[src/rtl/ifetch_prefetch_unit.sv]
// Instruction prefetch unit: issues word reads to a 1-cycle-latency IMEM and
// queues the returned words with their PCs for decode behind a valid/ready handshake.
module ifetch_prefetch_unit #(
   parameter logic [31:0] RESET_PC   = 32'h0000_0000,
   parameter int unsigned FIFO_DEPTH = 4
) (
   input  logic        clk,
   input  logic        reset_n,
   output logic [31:0] IMEM_addr_o,
   output logic        IMEM_read_n_o,
   input  logic [31:0] IMEM_data_i,
   input  logic        redirect_i,
   input  logic [31:0] redirect_pc_i,
   output logic        instr_valid_o,
   output logic [31:0] instr_o,
   output logic [31:0] instr_pc_o,
   input  logic        instr_ready_i
);

   localparam int unsigned PW = (FIFO_DEPTH > 1) ? $clog2(FIFO_DEPTH) : 1;
   localparam int unsigned CW = $clog2(FIFO_DEPTH + 1);

   logic [31:0]   fetch_pc;
   logic          inflight;
   logic [31:0]   inflight_pc;
   logic [31:0]   fifo_pc   [FIFO_DEPTH];
   logic [31:0]   fifo_word [FIFO_DEPTH];
   logic [PW-1:0] rd_ptr;
   logic [PW-1:0] wr_ptr;
   logic [CW-1:0] count;

   logic issue;
   logic push;
   logic pop;

   function automatic logic [PW-1:0] ptr_next(input logic [PW-1:0] p);
      return (p == PW'(FIFO_DEPTH - 1)) ? '0 : p + 1'b1;
   endfunction

   // Credit counts the in-flight word, so a push can never land in a full buffer;
   // reset_n gates the request so the port is idle while held in reset.
   assign issue = reset_n && !redirect_i
                  && ((32'(count) + 32'(inflight)) < FIFO_DEPTH);
   assign push  = inflight && !redirect_i;
   assign pop   = instr_valid_o && instr_ready_i && !redirect_i;

   assign IMEM_addr_o   = fetch_pc;
   assign IMEM_read_n_o = !issue;
   assign instr_valid_o = (count != '0);
   assign instr_o       = instr_valid_o ? fifo_word[rd_ptr] : '0;
   assign instr_pc_o    = instr_valid_o ? fifo_pc[rd_ptr]   : '0;

   always_ff @(posedge clk or negedge reset_n) begin
      if (!reset_n) begin
         fetch_pc    <= RESET_PC;
         inflight    <= 1'b0;
         inflight_pc <= '0;
         rd_ptr      <= '0;
         wr_ptr      <= '0;
         count       <= '0;
      end else if (redirect_i) begin
         fetch_pc <= redirect_pc_i & ~32'h3;
         inflight <= 1'b0;
         rd_ptr   <= '0;
         wr_ptr   <= '0;
         count    <= '0;
      end else begin
         inflight <= issue;
         if (issue) begin
            inflight_pc <= fetch_pc;
            fetch_pc    <= fetch_pc + 32'd4;
         end
         if (push) wr_ptr <= ptr_next(wr_ptr);
         if (pop)  rd_ptr <= ptr_next(rd_ptr);
         if (push && !pop)      count <= count + 1'b1;
         else if (pop && !push) count <= count - 1'b1;
      end
   end

   always_ff @(posedge clk) begin
      if (push) begin
         assert (count != CW'(FIFO_DEPTH))
            else $error("push into full instruction buffer");
         fifo_pc[wr_ptr]   <= inflight_pc;
         fifo_word[wr_ptr] <= IMEM_data_i;
      end
   end

endmodule

[config.mk]
export PLATFORM = sky130hd
export DESIGN_NAME = ifetch_prefetch_unit
export DESIGN_NICKNAME = d
export VERILOG_FILES = /design/src/rtl/ifetch_prefetch_unit.sv
export SDC_FILE = /design/constraint.sdc
export NUM_CORES = 1
export LEC_CHECK = 0
export ABC_CLOCK_PERIOD_IN_PS = 3340
export CORE_MARGIN = 2
export CORE_UTILIZATION = 45
export CTS_BUF_LIST = sky130_fd_sc_hd__clkbuf_16
export DETAILED_ROUTE_END_ITERATION = 8
export DONT_BUFFER_PORTS = 1
export SLEW_MARGIN = 20
export SYNTH_ARGS = -nofsm -noshare
export SYNTH_HDL_FRONTEND = slang
export SYNTH_SLANG_ARGS = --single-unit
[constraint.sdc]
create_clock -name clk -period 3.34 [get_ports clk]
set_input_delay 0.501 -clock clk [delete_from_list [all_inputs] [get_ports clk]]
set_output_delay 0.501 -clock clk [all_outputs]
set_load 0.1 [all_outputs]
==> impl_metrics.env <==
export IMPL_status="finished, final reports clean"
export IMPL_slew_headroom_pct=30.3
export IMPL_postSynth_asyncResetShare_pct=21.5
export IMPL_gr_total_overflow=0
export IMPL_core_um2=27900
export IMPL_critPathRequiredTime_ns=2.84
export IMPL_wl_per_cell_um=20.8
export IMPL_yosys_warnings=0
export IMPL_antenna_found_initial=0
export IMPL_antenna_left=0
export IMPL_final_nets=944
export IMPL_initial_core_util_pct=45.8
export IMPL_htreeDepth=2
export IMPL_finalCritPeriodShare_pct=91.1
export IMPL_setup_viol=0
export IMPL_postSynthCellCount=779
export IMPL_post_route_drc_count=0
export IMPL_cts_buffers=35
export IMPL_fin_tns_setup_ns=0
export IMPL_dp_worst_setup_slack_ns=0.750
export IMPL_dp_hpwl_mm=15.8
export IMPL_drt_iter0_drc=499
export IMPL_hold_violations=0
export IMPL_die_area_um2=29700
export IMPL_syn_area_per_cell_um2=16.4
export IMPL_crit_fanout=17
export IMPL_seq_area_um2=9160
export IMPL_dieHeight_um=172
export IMPL_max_slew_worst_pin_slew_ns=1.04
export IMPL_hp_class="primary input to register"
export IMPL_drt_total_wl_mm=26.5
export IMPL_slew_viol_final=0
export IMPL_grt_total_usage_pct=18.2
export IMPL_crit_arrival_ns=2.54
export IMPL_first_pass_iters=5
export IMPL_rsz0062_at_grt="no"
export IMPL_cts_root_buf="clkbuf_16"
export IMPL_vias=6950
export IMPL_maxCapViolations=0
export IMPL_syn_area_um2=12800
export IMPL_clk_path_buf_depth=3
export IMPL_boundaryPins=166
export IMPL_yosysSeqAreaShare_pct=71.7
export IMPL_drive_above_1_share_pct=24.0
export IMPL_path_class="register to primary output"
export IMPL_postCtsSetupBuffers=0
export IMPL_port_buffers=0
export IMPL_fmax_mhz=328
export IMPL_ys_types=50
export IMPL_die_x_um=172
export IMPL_area_growth_pct=17.5
export IMPL_via_per_inst=5.46
export IMPL_synth_ff_type="edfxtp_1"
export IMPL_crit_path_end_kind="primary output"
export IMPL_clkLatencyLatePin_ns=0.50
export IMPL_skew_ns=0.00783
export IMPL_fin_crit_ns=3.04
export IMPL_grt_pass1_vias=7414
export IMPL_clock_sinks=316
export IMPL_gp_congestion=0.890
export IMPL_multi_input_area_um2=3410
export IMPL_synth_seq_cells=316
export IMPL_grt_max_degree=69
export IMPL_antenna_cells=0
export IMPL_grt_pass1_wl_mm=41.2
export IMPL_cp_start_kind="register"
export IMPL_cts_tree="done"
export IMPL_floorplan_rows=61
export IMPL_setup_slack_ns=0.296
export IMPL_clk_pin_slew_worst_paths_ns=0.06
export IMPL_nFillCells=2211
export IMPL_synth_edff_count=248
-- cell families after synthesis --
group	after synthesis	synth area share, %
AO/OA/AOI/OAI	67	3.60
flip-flops	316	71.7
buffers and inverters	55	1.81
other	1	0.0294
multiplexers	65	11.2
adder cells (fa/ha/maj)	6	0.648
AND/OR/NAND/NOR	262	10.5
XOR/XNOR	7	0.481
-- synth_stat cells, drive strengths merged (2+ instances only) --
cell    count  area [um^2]
a211oi      2         15.0
a21oi       4         20.0
a221o       6         61.3
a22oi       2         15.0
a31oi       3         18.8
and2       70          440
and3        2         12.5
buf        16         83.8
clkbuf     28          105
dfrtp      68         1700
edfxtp    248         7450
ha          5         62.6
inv        11         41.3
mux2i       3         30.0
mux4       62         1400
nand2     114          428
nand2b      3         18.8
nand3      17         85.1
nand3b      5         37.5
nand4      10         98.8
nor2       20         75.1
nor2b       3         18.8
nor3        9         45.0
nor3b       3         22.5
nor4        4         40.0
o211ai      7         52.6
o21ai      25          125
o221ai      2         17.5
o311ai      8         70.1
xnor2       3         26.3
xor2        4         35.0
-- placed cells by master (no fill, tap or decap), drive strengths merged, types with 3 or more instances in the layout --
| cell | synthesis | final |
|---|---|---|
| nor4 | 4 | 4 |
| nor3b | 3 | 3 |
| xor2 | 4 | 4 |
| clkbuf | 28 | 37 |
| nand2 | 114 | 114 |
| nand3 | 17 | 17 |
| nand4 | 10 | 10 |
| conb | 1 | 4 |
| a31oi | 3 | 3 |
| a21oi | 4 | 4 |
| xnor2 | 3 | 3 |
| inv | 11 | 20 |
| mux4 | 62 | 62 |
| buf | 16 | 94 |
| o21ai | 25 | 25 |
| mux2i | 3 | 3 |
| nand2b | 3 | 3 |
| nor2b | 3 | 3 |
| ha | 5 | 5 |
| a221o | 6 | 6 |
| nor2 | 20 | 20 |
| dfrtp | 68 | 68 |
| o211ai | 7 | 7 |
| and2 | 70 | 70 |
| nor3 | 9 | 9 |
| clkinv | 0 | 12 |
| edfxtp | 248 | 248 |
| nand3b | 5 | 5 |
| o311ai | 8 | 8 |
| bufinv | 0 | 4 |
-- critical path: stages, from the launching register on --
cell and delay, ns:
dfrtp_4 0.65, buf_4 0.34, mux4_2 0.53, and2_1 0.51
-- area by class of cell --
class                           count  area share (%)
Clock inverter                     26            1.43
Timing Repair Buffer               95            5.08
Tap cell                          378            3.16
Sequential cell                   316            61.1
Clock buffer                       37            6.18
Multi-Input combinational cell    411            22.7
Inverter                           11           0.276
-- final timing paths --
check,cells after the start,from,end,slack [ns]
max in group asynchronous,2,reset_n,rd_ptr[1],2.46
max,3,rd_ptr[0],instr_o[7],0.30
min,1,redirect_i,rd_ptr[1],0.08
min reg2reg,1,count[2],count[2],0.52
max reg2reg,6,IMEM_addr_o[4],IMEM_addr_o[25],0.85
min in group asynchronous,2,reset_n,inflight_pc[15],0.54
-- timing repair --
item | 4_1_cts | 5_1_grt
resized for setup | 0 | 0
hold buffers | 2 | 0
endpoints found under the hold margin | 68 | 0
-- state kept, by name, summed over array words and instances (netlist names) --
signal / cells
IMEM_addr_o: 30
fifo_pc: 120
inflight: 1
rd_ptr: 2
wr_ptr: 2
fifo_word: 128
inflight_pc: 30
count: 3
-- layer usage --
metal / track usage (%) / vias to the layer above / part of all wire, %
met4: 5.01 / 0 / 1.9
met1: 23.6 / 3517 / 42
li1: - / 3143 / -
met2: 30.1 / 244 / 48
met3: 5.17 / 46 / 8.0
met5: 0 / - / 0
-- through the flow --
step	util, %	hold slack [ns]	instances	instance area [um^2]
final	53.8	0.0810	1274	15000
after global placement	49.5	0.208	1209	13800
after global routing	53.8	0.0452	1274	15000
after detailed placement	49.5	0.208	1209	13800
after CTS	53.8	0.0487	1274	15000
after floorplan	-	0.205	782	12800
Power is not shown: default switching activity piles up to over one toggle a cycle in this logic, so the estimate is an artifact.
